File: src/rtl/mem_bus_arbiter.sv
// Round-robin memory bus arbiter with ack/grant/release sequencing and a hold-time watchdog.
// Define ARB_VGA_PRIORITY_EN to give port 0 (VGA fetch) fixed priority over the others.
module mem_bus_arbiter #(
  parameter int NUM_REQ  = 3,
  parameter int MAX_HOLD = 64,
  parameter int CNT_W    = 8
) (
  input  logic                    clk,
  input  logic                    reset,
  input  logic [NUM_REQ-1:0]      req,
  input  logic [32*NUM_REQ-1:0]   addr_in,
  input  logic                    mem_wait,
  output logic [NUM_REQ-1:0]      ack,
  output logic [NUM_REQ-1:0]      grant,
  output logic [NUM_REQ-1:0]      wait_out,
  output logic                    mem_req,
  output logic [31:0]             mem_addr,
  output logic                    timeout_err
);

  localparam int IDX_W = (NUM_REQ > 1) ? $clog2(NUM_REQ) : 1;

  typedef enum logic [1:0] {S_IDLE, S_GRANT, S_BUSY, S_RELEASE} state_t;

  state_t             state_q, state_d;
  logic [IDX_W-1:0]   owner_q, owner_d;
  logic [IDX_W-1:0]   rr_ptr_q, rr_ptr_d;
  logic [CNT_W-1:0]   cnt_q, cnt_d;
  logic [NUM_REQ-1:0] mask_q, mask_d;
  logic [NUM_REQ-1:0] ack_q, ack_d;
  logic [NUM_REQ-1:0] grant_q, grant_d;
  logic               mem_req_q, mem_req_d;
  logic               timeout_q, timeout_d;

  logic [NUM_REQ-1:0] elig;
  logic [IDX_W-1:0]   winner;
  logic [IDX_W-1:0]   winner_inc;
  logic [IDX_W:0]     cand;
  logic               found;

  assign elig = req & ~mask_q;

  // Round-robin search upward from rr_ptr, wrapping at NUM_REQ-1.
  always_comb begin
    found  = 1'b0;
    winner = '0;
    cand   = '0;
    for (int i = 0; i < NUM_REQ; i++) begin
      cand = {1'b0, rr_ptr_q} + (IDX_W+1)'(i);
      if (cand >= (IDX_W+1)'(NUM_REQ)) cand = cand - (IDX_W+1)'(NUM_REQ);
      if (!found && elig[cand[IDX_W-1:0]]) begin
        found  = 1'b1;
        winner = cand[IDX_W-1:0];
      end
    end
    if (winner == IDX_W'(NUM_REQ-1)) winner_inc = '0;
    else                             winner_inc = winner + 1'b1;
  end

  always_comb begin
    state_d   = state_q;
    owner_d   = owner_q;
    rr_ptr_d  = rr_ptr_q;
    cnt_d     = cnt_q;
    mask_d    = mask_q & req;
    timeout_d = timeout_q;
    case (state_q)
      S_IDLE: begin
        if (found) begin
          state_d = S_GRANT;
          owner_d = winner;
`ifdef ARB_VGA_PRIORITY_EN
          if (elig[0]) owner_d  = '0;
          else         rr_ptr_d = winner_inc;
`else
          rr_ptr_d = winner_inc;
`endif
        end
      end
      S_GRANT: begin
        cnt_d   = '0;
        state_d = S_BUSY;
      end
      S_BUSY: begin
        if (!req[owner_q]) begin
          state_d = S_RELEASE;
        end else if (cnt_q == CNT_W'(MAX_HOLD-1)) begin
          // Stuck owner: revoke, flag, and lock it out until it drops req.
          state_d         = S_RELEASE;
          timeout_d       = 1'b1;
          mask_d[owner_q] = 1'b1;
        end else begin
          cnt_d = cnt_q + 1'b1;
        end
      end
      S_RELEASE: state_d = S_IDLE;
      default:   state_d = S_IDLE;
    endcase

    ack_d     = '0;
    grant_d   = '0;
    mem_req_d = 1'b0;
    if (state_d == S_GRANT || state_d == S_BUSY) begin
      grant_d[owner_d] = 1'b1;
      mem_req_d        = 1'b1;
    end
    if (state_d == S_GRANT) ack_d[owner_d] = 1'b1;
  end

  always_ff @(posedge clk or posedge reset) begin
    if (reset) begin
      state_q   <= S_IDLE;
      owner_q   <= '0;
      rr_ptr_q  <= '0;
      cnt_q     <= '0;
      mask_q    <= '0;
      timeout_q <= 1'b0;
      ack_q     <= '0;
      grant_q   <= '0;
      mem_req_q <= 1'b0;
    end else begin
      state_q   <= state_d;
      owner_q   <= owner_d;
      rr_ptr_q  <= rr_ptr_d;
      cnt_q     <= cnt_d;
      mask_q    <= mask_d;
      timeout_q <= timeout_d;
      ack_q     <= ack_d;
      grant_q   <= grant_d;
      mem_req_q <= mem_req_d;
    end
  end

  // Address and wait follow the live owner inputs so there is no extra bus latency.
  always_comb begin
    mem_addr = '0;
    wait_out = '1;
    if (state_q == S_GRANT || state_q == S_BUSY) begin
      for (int i = 0; i < NUM_REQ; i++) begin
        if (owner_q == IDX_W'(i)) mem_addr = addr_in[32*i +: 32];
      end
      wait_out[owner_q] = mem_wait;
    end
  end

  assign ack         = ack_q;
  assign grant       = grant_q;
  assign mem_req     = mem_req_q;
  assign timeout_err = timeout_q;

endmodule

File: config.mk
export PLATFORM = sky130hd
export DESIGN_NAME = mem_bus_arbiter
export DESIGN_NICKNAME = d
export VERILOG_FILES = /design/src/rtl/mem_bus_arbiter.sv
export SDC_FILE = /design/constraint.sdc
export NUM_CORES = 1
export LEC_CHECK = 0
export ABC_CLOCK_PERIOD_IN_PS = 2650
export CAP_MARGIN = 20
export CORE_MARGIN = 4
export CORE_UTILIZATION = 37
export DETAILED_ROUTE_END_ITERATION = 6
export HOLD_SLACK_MARGIN = 0.1
export PLACE_DENSITY = 0.81
export SYNTH_ARGS = -nofsm -noshare
export SYNTH_HDL_FRONTEND = slang
export SYNTH_SLANG_ARGS = --single-unit
export TNS_END_PERCENT = 5
File: constraint.sdc
create_clock -name clk -period 2.65 [get_ports clk]
set_input_delay 0.795 -clock clk [delete_from_list [all_inputs] [get_ports clk]]
set_output_delay 0.795 -clock clk [all_outputs]
set_load 0.005 [all_outputs]
==> results.ini, run 1 <==
[floorplan]
die_h_um = 86.7
core-area_um2 = 5960
io_pins = 145
start_util_pct = 38.5
die_w_um = 86.7
dieArea_um2 = 7520
core.rowCount = 28

[power_and_ir_drop]
pwr_density_cell_nw_per_um2 = 977
pwr-share-seq_pct = 14.5
total_power_mw = 3.89
power_leakage_nw = 1.80
clock_power_share_pct = 5.7
p_int_mw = 2.09
power_frac_comb_pct = 79.7
p_sw_share_pct = 46.2
vdd_drop_max_uv = 833
p_sw_mw = 1.80

[route]
drt-pass1-iter-count = 4
drc_errors = 0
drt-vias-per-instance = 5.29
drt_wl_total_mm = 8.33
drtIter0Drc = 179
ant_nets = 0
vias = 2804
wl_per_cell_um = 15.7

[timing]
fin_crit_ns = 2.71
rsz0062_at_grt = yes
slew_viol_final = 0
setup_viol = 1
whs_ns = 0.479
skew_ns = 0.00207
fin_crit_sh_pct = 102
finalWorstSetupSlack_ns = -0.0555
tightest_slew_ns = 0.485
hold_viol = 0
max_slew_margin_pct = 67.7
max_freq_mhz = 370

[flow_run]
max_cap_violations = 0

[global_route]
grt_pass1_vias = 2961
grt_antenna_before_repair = 0
grt_max_degree = 35
overflow = 0
track_usage_pct = 22.0
grt_pass1_wl_mm = 13.4

[cts]
cts_root_buffer = clkbuf_8
cts-hold-fix-buffers = 0
clk_pin_slew_ns = 0.08
numCtsBuffers = 3
cts.path.max_buffers = 2
htree_levels = 1
cts_tree = done
clk_latency_ns = 0.27
clock_sinks = 25

[logic_synthesis]
synth-simple-area-share_pct = 23.6
synth.top_cell.area_share_pct = 27.3
synth_area_um2 = 2290
yosysUniqueCellTypes = 44
yosys_most_used_dff = dfrtp_1
avgSynthCellArea_um2 = 7.57
ys.warnings.count = 0
synth_seq_cells = 25
synth_edf_count = 0
synth_cells = 303
synth_xor_area_share_pct = 0.764
synthAdderAreaFrac_pct = 4.86
async_flop_share_pct = 100
synth_common_cells = nor2_1 (72), a21oi_1 (40), mux2i_1 (33), dfrtp_1 (25), nand2_1 (12)
ys_top_cells_by_area = dfrtp_1 (27%), mux2i_1 (14%), nor2_1 (12%), a21oi_1 (8.7%), ha_1 (4.4%)
yosys-mux-area-fraction_pct = 14.9
synth_top_cell_by_area = dfrtp_1
synth_nets = 413
yosysMostFrequentCell = nor2_1
synth-compound-area-share_pct = 22.8
synth-seq-area-share_pct = 27.3
synth_top_family_by_area = simple AND/OR/NAND/NOR gates

[place]
place_congestion = 0.818
place_ws_ns = -0.297
postPlaceCellArea_um2 = 3970
dpl.hpwl_mm = 6.84
numPortBuffers = 144
dp_cells = 526

[layout]
fill_cells = 527
diodes = 0
final_nets = 566
design_area_um2 = 3980
drive_gt1_share_pct = 11.9
area_growth_pct = 73.7
final-instance-count-excl-fill = 530

[setup_path]
critPathRequiredTime_ns = 1.86
worstPathCellList = inv_2, ha_4, clkinv_2, buf_12, nor2_2, nand2_1, clkdlybuf4s50_1
path_max_fanout = 32
cp_num_buf_inv = 4
end_kind = primary output
crit_arrival_ns = 1.91
worst_path_max_delay_cell = clkdlybuf4s50_1
startpoint_type = register
cpPeakStageDelay_ns = 0.46
critical_path_class = register to primary output
cp_top_family = buffers and inverters

[outcome]
violations = setup timing
outcome = complete, but fails checks

[worst_hold_path]
min_path_type = register to register

[final timing paths]
path	start	to	slack (ns)	depth (start not counted)
min reg2reg	timeout_err$_DFFE_PP0P_	timeout_err$_DFFE_PP0P_	0.48	1
max	state_q[0]$_DFF_PP0_	wait_out[0]	-0.06	7
max reg2reg	rr_ptr_q[0]$_DFFE_PP0P_	grant[1]$_DFF_PP0_	0.21	8
min in group asynchronous	reset	mem_req$_DFF_PP0_	0.87	3
max in group asynchronous	reset	owner_q[1]$_DFF_PP0_	1.52	3
min	timeout_err$_DFFE_PP0P_	timeout_err$_DFFE_PP0P_	0.48	1
[registers in the layout (all words and copies together) (netlist names)]
| name | cells |
|---|---|
| ack | 3 |
| cnt_q | 8 |
| grant | 3 |
| mask_q | 3 |
| mem_req | 1 |
| owner_q | 2 |
| rr_ptr_q | 2 |
| state_q | 2 |
| timeout_err | 1 |
[logic make-up (layout without fill, tap and decap cells)]
kind of cell,after synthesis,in the layout
mux,34,34
fa+ha+maj,9,9
buf+inv,32,184
simple gates,121,121
flops,25,25
xor+xnor,2,2
compound gates,80,80
[cell usage in the layout, fill, tap and decap left out, types with 4 or more instances in the layout]
cell               n
nand2_1           12
nor2_1            71
nand3_1           11
nand2b_1           7
clkdlybuf4s15_1   17
a21oi_1           39
buf_12             4
o21ai_0            9
buf_4             20
dfrtp_1           24
mux2i_1           33
nand4_1            4
ha_1               7
inv_1              9
clkbuf_2          10
clkdlybuf4s50_1  109
dlygate4sd2_1      5
o31ai_1            4
[final cells by class]
type	count	area [um2]	share of cell area [%]
timing repair buffer	168	1620	40.6
multi-input combinational	246	1560	39.1
sequential	25	627	15.7
tap	75	93.8	2.36
inverter	12	46.3	1.16
clock buffer	4	45.0	1.13
[metal layers]
metal  track usage, %  share of wire [%]
met1             22.4                 35
met2             41.9                 53
met3             6.18                7.7
met4             8.92                4.2
met5                0                  0
[stage by stage]
step                      util (%)  setup TNS [ns]
after floorplan                  -               0
after global placement        66.7           -6.98
after detailed placement      66.7           -8.17
after CTS                     67.0          -0.220
after global routing          66.9          -0.264
final                         66.9         -0.0555
[timing repair]
action | CTS | global route
buffers inserted | 0 | 0
setup endpoints to repair | 35 | 32
hold endpoints to repair | 0 | 0
resized for setup | 41 | 41
pin swaps | 1 | 1
[power by group through the flow]
| stage | registers, mW | logic [mW] | clock network [mW] |
|---|---|---|---|
| floorplan | 0.540 | 1.75 | 0 |
| global placement | 0.563 | 3.18 | 0 |
| detailed placement | 0.572 | 3.26 | 0 |
| CTS | 0.567 | 3.10 | 0.231 |
| global route | 0.580 | 3.40 | 0.254 |
| finish | 0.565 | 3.10 | 0.223 |
Power figures use the tool's default switching activity.
==> run 2: changes to the inputs <==
--- a/config.mk
+++ b/config.mk
@@ -9,6 +9,7 @@
 export CAP_MARGIN = 20
 export CORE_MARGIN = 4
 export CORE_UTILIZATION = 37
+export CTS_CLUSTER_SIZE = 25
 export DETAILED_ROUTE_END_ITERATION = 6
 export HOLD_SLACK_MARGIN = 0.1
 export PLACE_DENSITY = 0.81
==> results of run 2 <==
No change in the layout: final DEF, timing and power equal those of run 1.
==> run 3: changes to the inputs <==
--- a/config.mk
+++ b/config.mk
@@ -6,12 +6,12 @@
 export NUM_CORES = 1
 export LEC_CHECK = 0
 export ABC_CLOCK_PERIOD_IN_PS = 2650
-export CAP_MARGIN = 20
+export CAP_MARGIN = 10
 export CORE_MARGIN = 4
 export CORE_UTILIZATION = 37
 export CTS_CLUSTER_SIZE = 25
 export DETAILED_ROUTE_END_ITERATION = 6
-export HOLD_SLACK_MARGIN = 0.1
+export HOLD_SLACK_MARGIN = 0.12
 export PLACE_DENSITY = 0.81
 export SYNTH_ARGS = -nofsm -noshare
 export SYNTH_HDL_FRONTEND = slang
==> results of run 3 <==
No change in the layout: final DEF, timing and power equal those of run 1.
==> patch (flow settings as in run 2) <==
Change the parameter `CNT_W` from 8 to 9.
--- a/src/rtl/mem_bus_arbiter.sv
+++ b/src/rtl/mem_bus_arbiter.sv
@@ -3,7 +3,7 @@
 module mem_bus_arbiter #(
   parameter int NUM_REQ  = 3,
   parameter int MAX_HOLD = 64,
-  parameter int CNT_W    = 8
+  parameter int CNT_W    = 9
 ) (
   input  logic                    clk,
   input  logic                    reset,
Check against the original RTL: same outputs for any inputs over 10 cycles, from zero or initial values and one cycle with reset high; that may be too few to reach the edited logic, so the function may still have changed.
==> patch against run 2 <==
- the run still ends with negative setup slack left
- power rose by 0.42%
- worst setup slack lost 0.19 ns
- routed wire length down 2.3%
- global-route usage down 1.3 points
- sequential cell count grew 1
- design area grew 2.4%
- utilization up 0.82 points
- area after synthesis increased by 1.6%
- fmax shrank 6.5%
- critical path type is now input pin to output port
- highest routed layer unchanged
==> patch: results (changes against run 2) <==
<table>
<tr><th>Metric</th><th>Value</th></tr>
<tr><th colspan="2">Power</th></tr>
<tr><td>Clock network power share</td><td>8.4% (+2.7 points)</td></tr>
<tr><td>Combinational Power</td><td>2.98 mW (-4%)</td></tr>
<tr><td>Worst-case vdd ir drop</td><td>0.834 mV (about the same)</td></tr>
<tr><td>Internal power</td><td>2.20 mW (+4.9%)</td></tr>
<tr><td>Pleak</td><td>1.82 nW (+1.1%)</td></tr>
<tr><th colspan="2">Final layout</th></tr>
<tr><td>Fill cell count</td><td>503 (-4.6%)</td></tr>
<tr><td>Signal inverters</td><td>14 (+2)</td></tr>
<tr><td>Seq. cell area</td><td>652 sq um (+4.0%)</td></tr>
<tr><td>Number of flip-flops in the largest register</td><td>9 (+1)</td></tr>
<tr><td>Clock network area share</td><td>1.75% (+0.62 points)</td></tr>
<tr><td>Multi-input gate share of total cell area</td><td>38.7% (-0.40 points)</td></tr>
<tr><td>Count of nets after finishing</td><td>573 (+1.2%)</td></tr>
<tr><td>Share of post-route cells with drive strength above 1</td><td>11.9% (+0.037 points)</td></tr>
<tr><td>Signal buffers</td><td>171 (+1.8%)</td></tr>
<tr><td>Relative area of non-clock buffer cells in the final design</td><td>40.0% (-0.56 points)</td></tr>
<tr><th colspan="2">Run status</th></tr>
<tr><td>Status</td><td>finished, violations left</td></tr>
<tr><td>Violations in the final reports</td><td>negative setup slack</td></tr>
<tr><th colspan="2">Worst setup path</th></tr>
<tr><td>Slowest stage delay, CP</td><td>0.51 ns (+0.05 ns)</td></tr>
<tr><td>Worst Path Arrival</td><td>2.10 ns (+0.19 ns)</td></tr>
<tr><th colspan="2">Placed design</th></tr>
<tr><td>Number of placed cells counting well taps</td><td>533 (+1.3%)</td></tr>
<tr><td>Final RePlAce weighted congestion</td><td>0.917 (+12%)</td></tr>
<tr><td>Worst setup slack after placement</td><td>-0.267 ns (+0.0310 ns)</td></tr>
<tr><td>Area after detailed placement</td><td>4010 sq um (+0.82%)</td></tr>
<tr><th colspan="2">Synth</th></tr>
<tr><td>Post-synth net total</td><td>416 (+0.73%)</td></tr>
<tr><td>Synthesized-area fraction occupied by xor and xnor cells</td><td>1.13% (+0.36 points)</td></tr>
<tr><td>Share of synthesized area spent on multiplexers</td><td>17.3% (+2.4 points)</td></tr>
<tr><td>Post-synthesis share of cell area spent on full adders, half adders and majority gates</td><td>4.73% (-0.13 points)</td></tr>
<tr><td>Number of register bits inferred by synthesis</td><td>26 (+4.0%)</td></tr>
<tr><th colspan="2">GRT</th></tr>
<tr><td>Tot GR Track Use</td><td>20.7% (-1.3 points)</td></tr>
<tr><th colspan="2">STA</th></tr>
<tr><td>Clk_skew</td><td>0.00122 ns (-0.000848 ns)</td></tr>
<tr><td>Count of final setup violators</td><td>1 (unchanged)</td></tr>
<tr><td>Transition time of the tightest slew-check pin</td><td>0.512 ns (+0.0269 ns)</td></tr>
<tr><td>Fin worst setup slack</td><td>-0.243 ns (-0.187 ns)</td></tr>
</table>
-- patch: changes by cell type after synthesis, moves of 4 or more --
cell,run 2,this run
nand3_1,11,6
nor2_1,72,76
nand2_1,12,19
mux2i_1,33,39
-- patch: what timing repair did --
action / 4_1_cts / 5_1_grt
pin swaps: 0 / 2
endpoints found under the setup margin: 35 / 38
resized for setup: 33 / 35
-- patch: layer usage --
layer / vias up / part of all wire (%) / track usage [%]
li1: 1368 / - / -
met4: 0 / 0.91 / 2.37
met5: - / 0 / 0
met3: 6 / 8.5 / 7.10
met1: 1247 / 36 / 21.2
met2: 97 / 55 / 41.0
-- patch: final timing paths --
check / start / endpoint / slack (ns) / cells after the start
worst min register to register: timeout_err / timeout_err / 0.48 / 1
min in group asynchronous: reset / cnt_q[0] / 0.83 / 2
worst max register to register: rr_ptr_q[0] / grant[2] / 0.28 / 7
worst min-delay path: timeout_err / timeout_err / 0.48 / 1
worst max-delay path: addr_in[24] / mem_addr[24] / -0.24 / 6
max in group asynchronous: reset / owner_q[0] / 1.24 / 3
